`src/rtl/fetch_seq.sv`:
```
// Instruction fetch sequencer: streams bytes from memory through a
// two-entry buffer, with flush/redirect and a halt/wakeup state.
module fetch_seq #(
  parameter logic [15:0] RESET_PC = 16'h0200
) (
  input  logic        clk,
  input  logic        rst,
  input  logic        wakeup,
  input  logic        redirect_valid,
  input  logic [15:0] redirect_pc,
  input  logic        term_issued,
  input  logic [15:0] term_next_pc,
  output logic        mem_req,
  output logic [15:0] mem_addr,
  input  logic        mem_rvalid,
  input  logic [7:0]  mem_rdata,
  output logic [7:0]  instr,
  output logic        instr_valid,
  input  logic        instr_ready,
  output logic        halted
);

  typedef enum logic {
    FETCH = 1'b0,
    HALT  = 1'b1
  } state_t;

  state_t      state;
  state_t      state_nx;
  logic [15:0] pc;
  logic [15:0] pc_nx;
  logic [1:0]  count;
  logic [1:0]  count_nx;
  logic        inflight;
  logic        inflight_nx;
  logic [7:0]  head;
  logic [7:0]  head_nx;
  logic [7:0]  tail;
  logic [7:0]  tail_nx;

  logic        fetching;
  logic        flush;
  logic        pop;
  logic        push;
  logic [2:0]  occ;

  assign fetching    = (state == FETCH);
  assign flush       = redirect_valid | (term_issued & fetching);
  assign instr_valid = (count != 2'd0);
  assign instr       = head;
  assign halted      = (state == HALT);
  assign mem_addr    = pc;
  assign pop         = instr_valid & instr_ready;

  // Occupancy once the outstanding read lands, net of this cycle's pop.
  assign occ = {1'b0, count}
             + {2'b00, inflight}
             - {2'b00, pop};

  assign mem_req = fetching & ~flush & (occ < 3'd2);

  // Only responses to our own requests are accepted; this also drops
  // the stray response in the first cycle after reset.
  assign push = mem_rvalid & inflight & ~flush
              & ((count != 2'd2) | pop);

  always_comb begin
    state_nx = state;
    unique case (state)
      FETCH: if (term_issued) state_nx = HALT;
      HALT:  if (wakeup)      state_nx = FETCH;
      default: state_nx = FETCH;
    endcase
  end

  always_comb begin
    pc_nx = pc;
    if (redirect_valid) begin
      pc_nx = redirect_pc;
    end else if (term_issued & fetching) begin
      pc_nx = term_next_pc;
    end else if (mem_req) begin
      pc_nx = pc + 16'd1;
    end
  end

  assign inflight_nx = mem_req;

  always_comb begin
    count_nx = count;
    head_nx  = head;
    tail_nx  = tail;
    if (flush) begin
      count_nx = 2'd0;
    end else begin
      unique case ({push, pop})
        2'b10: begin
          if (count == 2'd0) head_nx = mem_rdata;
          else               tail_nx = mem_rdata;
          count_nx = count + 2'd1;
        end
        2'b01: begin
          head_nx  = tail;
          count_nx = count - 2'd1;
        end
        2'b11: begin
          if (count == 2'd1) begin
            head_nx = mem_rdata;
          end else begin
            head_nx = tail;
            tail_nx = mem_rdata;
          end
        end
        default: begin
          count_nx = count;
        end
      endcase
    end
  end

  always_ff @(posedge clk) begin
    if (rst) begin
      state    <= FETCH;
      pc       <= RESET_PC;
      count    <= 2'd0;
      inflight <= 1'b0;
      head     <= 8'h00;
      tail     <= 8'h00;
    end else begin
      state    <= state_nx;
      pc       <= pc_nx;
      count    <= count_nx;
      inflight <= inflight_nx;
      head     <= head_nx;
      tail     <= tail_nx;
    end
  end

endmodule

```
`config.mk`:
```
export PLATFORM = sky130hd
export DESIGN_NAME = fetch_seq
export DESIGN_NICKNAME = d
export VERILOG_FILES = /design/src/rtl/fetch_seq.sv
export SDC_FILE = /design/constraint.sdc
export NUM_CORES = 1
export LEC_CHECK = 0
export BUFFER_PORTS_ARGS = -buffer_cell sky130_fd_sc_hd__buf_2
export CORE_ASPECT_RATIO = 0.75
export CORE_MARGIN = 8
export CORE_UTILIZATION = 50
export DETAILED_ROUTE_END_ITERATION = 16
export PLACE_DENSITY = 0.86
export SLEW_MARGIN = 40
export SYNTH_ARGS = -nofsm -noshare
export SYNTH_HDL_FRONTEND = slang
export SYNTH_SLANG_ARGS = --single-unit
```
`constraint.sdc`:
```
create_clock -name clk -period 3.5 [get_ports clk]
set_input_delay 0.7 -clock clk [delete_from_list [all_inputs] [get_ports clk]]
set_output_delay 0.7 -clock clk [all_outputs]
set_load 0.1 [all_outputs]
```
==> results.txt, run 1 <==
Hold repair after CTS inserted 0 buffers. The total number of vias is approximately 2200. The die footprint came out at roughly 6800 um^2. The diode insertion count for antenna repair came out at 0.

The detail-routed via count per cell came out at ~5.5. The post-route minimum period came out at between 3 and 4 ns. Dividing the final minimum period by the clock period gives 95.7%. The depth of the CTS H-tree is 2. The count of standard-cell rows is 21.

The total of flip-flops plus latches after synthesis came out at 36. The launching point of the worst reg2reg path is count[1]$_SDFFE_PP0P_. On the final layout, the worst hold slack is 0.478 ns. The height of the chip is 73.6 um. The worst hold path belongs to the class reg2reg.

The total global-route track usage is 17.2%. Dividing total power by cell area gives a power density of just under 400 nW/um^2. For this run the aggregate overflow at the end of global routing stands at 0. The core box area is ~4400 um^2.

In the routed design, unresolved DRC markers number 0. The layout filler cell count is 396. The critical path starts at count[1]$_SDFFE_PP0P_. Setup violations remaining at the end of the flow were counted as 0. The root buffer cell is clkbuf_8. The first-pass iteration count of the detailed router came out at 4.

The average size of a mapped cell is 8.12 um^2. The net count of the finished layout is 390. The CTS buffer count came out at 5. The detail route stage leaves a number of antenna-violating nets equal to 0.

The worst-case setup margin in the final layout came out at approximately 0.15 ns. The sequential cell area fraction in the yosys report came out at roughly a third. The number of distinct library cells after synthesis came out at 57. The number of antenna violations at the first check in global routing is 0. The number of port buffers came out at 73. The total detailed-routing wirelength came out at 6020 um.

The Yosys step of the flow raised 0 warnings. The initial utilization of the core area, before any placement, comes to between 50% and 60%. The signal on the critical path passes through inv_4, ha_4, clkinvlp_4, nand2_4, inv_4, ha_4, nand2b_4, fa_2, xnor2_2, nand2_2, nor4_4, buf_12. Dividing the detail-routed wire length by the instance count gives around 15 um. The number of endpoints with negative hold slack in the final report came out at 0.

The count of cells resized by post-cts repair is 0. The proportion of layout cells with a drive suffix above 1 is roughly a third. The setup check on the worst reg-to-reg path leaves a slack of between 0.6 and 0.7 ns. STA classifies the critical path endpoint as a primary output. The most used flip-flop cell after synthesis is dfxtp_1. The register area came out at around 730 um^2. The violation count after the first detailed-routing iteration came out at about 120. The classification of the worst setup path is reg2out.

The clock-pin transition on the worst setup and hold timing paths came out at 0.07 ns. At the pin with the least slew margin, the transition time is between 0.8 and 0.9 ns. The critical path endpoint is mem_req. The post-CTS setup buffer count is 0.

The pin count of the biggest net entering global routing is 45. The cell depth of the worst setup path came out at 12. The highest achievable clock rate is 299 MHz. The number of clock sinks is 36. The number of buffer and inverter instances along the worst setup path came out at 4. The cell family contributing the most delay on the critical path is adder cells. The maximum clock path buffer count is 2.

The cell type of the slowest stage on the worst timing path is dfxtp_4. The worst-case clock skew is a little under 0.005 ns. TritonCTS built the clock tree. Setup repair after global routing left no endpoint under its margin.

At the placement stage, the worst setup path has a slack of between 0.2 and 0.25 ns. For this design the top-level I/O count stands at 74. The proportion of synthesized flip-flops having asynchronous set or reset came out at 0%. The clock latency on the worst-skew pair is around 0.28 ns. The worst slew margin relative to its limit is between 40% and 50%. The number of cells on the worst reg-to-reg path is 13.

The synthesized net count is 325. In this run the critical register-to-register path is captured at mem_addr[10]$_SDFFE_PP0P_. The first global-routing pass estimated roughly 9600 um of wire. STA classifies the critical path startpoint as a flop. The highest ir drop seen on vdd is 0.000226 V.

The HPWL after detailed placement is 4620 um. The stage delay of the slowest cell on the critical path is roughly 0.38 ns. The die span in x is a little over 90 um. The required time of the critical path is between 2 and 3 ns. The number of instances in the synthesized netlist came out at around 270. The number of pins with negative max-slew slack in the final report came out at 0. The post-synthesis instance area came out at 2210 um^2.

The via count of the first global-routing pass is 2006. The flow ran to the end, and the final reports show no timing, DRC or antenna violations. The number of enable flip-flop cells after synthesis came out at 0. The post-synthesis to final-layout area growth came out at 25.1%.

The leakage power figure is between 1 and 1.5 nW. At the worst endpoint, the arrival time is roughly 2.7 ns. In the final layout, the multi-input gates occupy around 1400 um^2.

The final RePlAce weighted congestion came out at 0.882. The maximum fanout along the worst path is 6. Max-cap violations in this run came to 0.
how the worst min path moves through the flow:
stage | startpoint | endpoint | depth (start not counted)
after floorplan | tail[5]$_SDFFE_PP0P_ | instr[5]$_SDFFE_PP0P_ | 2
after global placement | tail[0]$_SDFFE_PP0P_ | instr[0]$_SDFFE_PP0P_ | 2
after detailed placement | tail[5]$_SDFFE_PP0P_ | instr[5]$_SDFFE_PP0P_ | 2
after CTS | tail[5]$_SDFFE_PP0P_ | instr[5]$_SDFFE_PP0P_ | 2
after global routing | tail[5]$_SDFFE_PP0P_ | instr[5]$_SDFFE_PP0P_ | 2
final | tail[5]$_SDFFE_PP0P_ | instr[5]$_SDFFE_PP0P_ | 2
synthesized netlist by cell type (2+ instances only):
cell | instances | area share, %
a211o_1 | 4 | 1.6
a211oi_1 | 8 | 2.7
a21oi_1 | 9 | 2.0
a21oi_2 | 2 | 0.79
a221oi_1 | 3 | 1.2
a311oi_1 | 8 | 3.2
a31oi_1 | 2 | 0.57
buf_2 | 4 | 0.91
clkbuf_1 | 9 | 1.5
dfxtp_1 | 36 | 33
ha_1 | 5 | 2.8
inv_1 | 12 | 2.0
mux2i_1 | 11 | 5.0
nand2_1 | 37 | 6.3
nand2b_1 | 3 | 0.85
nand3_1 | 6 | 1.4
nand3_2 | 2 | 0.91
nor2_1 | 38 | 6.5
nor2b_1 | 3 | 0.85
nor3_1 | 6 | 1.4
o21a_1 | 3 | 1.0
o21ai_0 | 11 | 2.5
o221ai_1 | 2 | 0.79
o32ai_1 | 5 | 2.0
or2_1 | 2 | 0.57
xnor2_1 | 10 | 4.0
where the power goes:
part / leakage [nW] / total, W / switching [W] / internal, W
Clock: 0.0455 / 0.000304 / 0.000143 / 0.000161
Sequential: 0.296 / 0.000458 / 0.0000289 / 0.000429
Combinational: 0.834 / 0.000317 / 0.000234 / 0.0000831
routing by layer:
| metal | vias up | share of wire (%) | global-route usage [%] |
|---|---|---|---|
| met2 | 66 | 45 | 27.4 |
| met4 | 0 | 1.4 | 5.69 |
| met1 | 1012 | 46 | 21.7 |
| li1 | 1103 | - | - |
| met5 | - | 0 | 0 |
| met3 | 8 | 7.2 | 5.20 |
area by class of cell:
cell class                 count  share of cell area (%)
timing repair buffer          74                    14.0
multi-input combinational    208                    51.9
clock buffer                   8                    3.26
inverter                      12                    1.95
sequential                    36                    26.3
tap                           57                    2.58
logic make-up (layout without fill, tap and decap cells):
group           after synthesis  count (layout)  share of synthesized area, %
fa+ha+maj                     6               6                          3.74
xor+xnor                     11              11                          4.36
flops                        36              36                          32.6
compound gates               67              67                          22.9
simple gates                113             113                          25.9
buf+inv                      28              94                          5.49
mux                          11              11                          4.98
per-stage QoR:
| stage | area, um^2 | utilization (%) | power, W | setup TNS [ns] | instances |
|---|---|---|---|---|---|
| floorplan | 2290 | - | 0.000711 | -0.682 | 272 |
| global placement | 2670 | 61.3 | 0.000779 | 0 | 387 |
| detailed placement | 2670 | 61.3 | 0.000784 | 0 | 387 |
| CTS | 2760 | 63.4 | 0.00108 | 0 | 395 |
| global route | 2760 | 63.4 | 0.00112 | 0 | 395 |
| finish | 2760 | 63.4 | 0.00108 | 0 | 395 |
registers in the layout, summed over array words and instances, names as in the netlist:
name,flops
count,2
halted,1
instr,8
inflight,1
tail,8
mem_addr,16
worst reg2reg max path, cell delays in order, from the launching register on:
cell	delay, ns
dfxtp_4	0.38
inv_4	0.08
ha_4	0.16
clkinvlp_4	0.12
nand2_4	0.12
inv_4	0.06
ha_4	0.20
nand2b_4	0.13
fa_2	0.37
xnor2_2	0.21
a21oi_2	0.11
o21ba_2	0.29
or2_1	0.29
o32ai_1	0.27
placed cells by master, fill, tap and decap left out, drive strengths merged, types with 2 or more instances in the layout:
cell and count:
a211o 4, a211oi 8, a21oi 11, a221oi 4, a311oi 8, a31oi 2
and3 2, buf 74, clkbuf 8, dfxtp 36, ha 5, inv 11
mux2i 11, nand2 37, nand2b 3, nand3 8, nand4 2, nor2 39
nor2b 3, nor3 8, nor4 3, o21a 3, o21ai 11, o221ai 2
o32ai 5, or2 2, xnor2 10
(Power assumes the default switching activity.)
==> run 2, diff against run 1 <==
Settings changed: CORE_ASPECT_RATIO 0.75 to 1.1.
==> results.txt, run 2 (synthesized netlist as in run 1, its figures left out) <==
The worst setup path is captured at a primary output. The number of port buffers came out at 73 (unchanged). The final-stage net count is 390 (unchanged). The power per standard cell area is 416 nW/um^2 (+6.6%). The required time of the critical path is 2.80 ns (about the same). The detail-routed net length per standard cell is 16.0 um (+4.9%). The total power after layout came out at 0.00116 W (+7.6%).

The worst slew margin relative to its limit came to 55.7% (+9.1 points). The internal reg-to-reg setup slack came to 0.60 ns (-0.02 ns). The violation count after the first detailed-routing iteration is 166 (+41%).

The wire length on met3 is 721 um (+66%). The tightest min-delay check is of the reg2reg type. The total number of vias is 2295 (+4.8%). The pin count of the biggest net entering global routing came out at 45 (unchanged). Routed signal wires occupy layers up through met4. The depth of the CTS H-tree is 2 (unchanged). The CTS buffer count came out at 5 (unchanged). The via count of the first global-routing pass came out at 2251 (+12%). The setup TNS after final layout is 0 ns (unchanged). The worst-case clock skew came out at 0.00657 ns (+0.00173 ns).

The layout filler cell count is 366 (-7.6%). The number of cells on the worst reg-to-reg path was 13 (unchanged). The number of nets still failing antenna checks after routing is 0 (unchanged). The HPWL after detailed placement came out at 4650 um (+0.75%). The critical path endpoint is mem_req. The number of top-level pins came out at 74 (unchanged). The final RePlAce weighted congestion is 0.836 (-5.2%).

The die footprint is 6800 um^2 (-0.29%). The worst setup path is launched from a flop. The overflow left after global routing was 0 (unchanged). The first-pass iteration count of the detailed router is 4 (unchanged). The flow ran to the end, and the final reports show no timing, DRC or antenna violations.

The number of pins with negative max-slew slack in the final report is 0 (unchanged). The count of final setup violators came out at 0 (unchanged). The total DRC errors in the routed layout came out at 0 (unchanged). The register area is 726 um^2 (unchanged). The highest ir drop seen on vdd is 0.000222 V (-1.6%). The TritonCTS clock tree is built.

The worst setup path is of the reg2out kind. The count of standard-cell rows was 25 (+19%). The leakage power figure is 1.19 nW (+0.86%). The slew at the pin closest to its max-slew limit is 0.665 ns (-0.137 ns). The top cell types in the final layout, fill and taps aside, are 71 x buf_2, 38 x nor2_1, 35 x nand2_1, 34 x dfxtp_1. The die span in x came to 79.4 um (-14%). The routed metal-1 wirelength is 2410 um (-13%). The highest achievable clock rate came out at 297 MHz (-0.69%).

The wire length of the first global-routing pass came to 10200 um (+6.5%). The diode insertion count for antenna repair is 0 (unchanged). The post-route minimum period is 3.37 ns (+0.0234 ns).

The number of antenna violations at the first check in global routing is 0 (unchanged). The maximum clock path buffer count is 2 (unchanged). The total global-route track usage came out at 18.2% (+0.97 points).

The leading cell type in the layout, fill and taps excluded is buf_2. The tree is rooted in a clkbuf_8. The clock-pin transition on the worst setup and hold timing paths is 0.07 ns (about the same). The area of the multi-input gates was 1440 um^2 (+0.17%). The routed length on met2 came out at 3010 um (+11%). The number of clock sinks is 36 (unchanged). Setup repair after global routing left no endpoint under its margin. The count of max-cap constraint violations is 0 (unchanged). The detail-routed via count per cell came out at 5.85 (+5.6%). The worst-case setup margin in the final layout came out at 0.128 ns (-0.0234 ns). The data arrival time at the worst-slack endpoint came out at 2.67 ns (+0.02 ns). In this run the critical register-to-register path is captured at mem_addr[5]$_SDFFE_PP0P_. In this run the worst setup path begins at count[1]$_SDFFE_PP0P_.

The worst-case hold slack came to 0.478 ns (-0.0000720 ns). The number of endpoints with negative hold slack in the final report came out at 0 (unchanged). The starting utilization of the core area is 51.6% (+0.90 points). In this run the critical register-to-register path is launched from count[1]$_SDFFE_PP0P_. The proportion of layout cells with a drive suffix above 1 came to 34.0% (+0.89 points). The setup slack after placement came out at 0.217 ns (-0.0137 ns). The total detailed-routing wirelength came out at 6270 um (+4.1%). The number of flip-flops under the largest register name came out at 16 (unchanged). The post-synthesis to final-layout area growth came out at 26.3%. The maximum fanout along the worst path is 6 (unchanged). The ratio of final minimum period to clock period came to 96.3% (+0.67 points). The core box area is 4290 um^2 (-1.7%). The post-CTS setup buffer count came to 0 (unchanged). The clock latency on the worst-skew pair is 0.30 ns (+0.02 ns). The height of the chip was 85.7 um (+17%).
## run 2: changes by cell type in the layout (fill, tap and decap cells not counted), sizes merged
cell,change
clkbuf,-3
bufinv,+1
clkinvlp,+1
inv,+1
## run 2: report_power, final
part	total [W]	internal (W)	switching, W
logic	0.000319	0.0000836	0.000235
clock network	0.000384	0.000215	0.000169
registers	0.000460	0.000429	0.0000307
total	0.00116	0.000727	0.000435
## run 2: final cells by class
| class | instances | share of cell area, % |
|---|---|---|
| multi-input cells | 208 | 51.5 |
| flip-flops and latches | 36 | 26.0 |
| repair buffers | 74 | 14.0 |
| clock buffers | 5 | 2.47 |
| well taps | 54 | 2.42 |
| inverters | 12 | 1.93 |
| clock inverters | 3 | 1.66 |
## run 2: timing repair
action	CTS	global route
endpoints found under the setup margin	1	0
gates resized for setup	0	0
hold buffers	0	0
## run 2: per-layer routing
metal  track usage [%]  vias up
met5                 0        -
met3              7.22       13
met1              19.6     1064
li1                  -     1109
met2              30.9      109
met4              7.25        0
## run 2: worst min path at each step
stage,cells after the start,end,from
2_1_floorplan,2,instr[5]$_SDFFE_PP0P_,tail[5]$_SDFFE_PP0P_
3_3_place_gp,2,instr[7]$_SDFFE_PP0P_,tail[7]$_SDFFE_PP0P_
3_5_place_dp,2,instr[0]$_SDFFE_PP0P_,tail[0]$_SDFFE_PP0P_
4_1_cts,2,instr[7]$_SDFFE_PP0P_,tail[7]$_SDFFE_PP0P_
5_1_grt,2,instr[6]$_SDFFE_PP0P_,tail[6]$_SDFFE_PP0P_
6_report,2,instr[7]$_SDFFE_PP0P_,tail[7]$_SDFFE_PP0P_
## run 2: through the flow
stage / utilization (%) / cells / instance area, um^2
after floorplan: - / 272 / 2290
after global routing: 65.1 / 392 / 2790
final: 65.1 / 392 / 2790
after global placement: 62.3 / 384 / 2670
after CTS: 65.0 / 392 / 2790
after detailed placement: 62.3 / 384 / 2670
## run 2: critical path, cell delays in order, from the launching register on
cell and delay [ns]:
dfxtp_4 0.38, inv_4 0.08, ha_4 0.16, clkinvlp_4 0.12, nand2_4 0.13, inv_4 0.06, ha_4 0.20, nand2b_4 0.13
fa_2 0.37, xnor2_2 0.22, nand2_2 0.11, nor4_4 0.20, buf_12 0.21
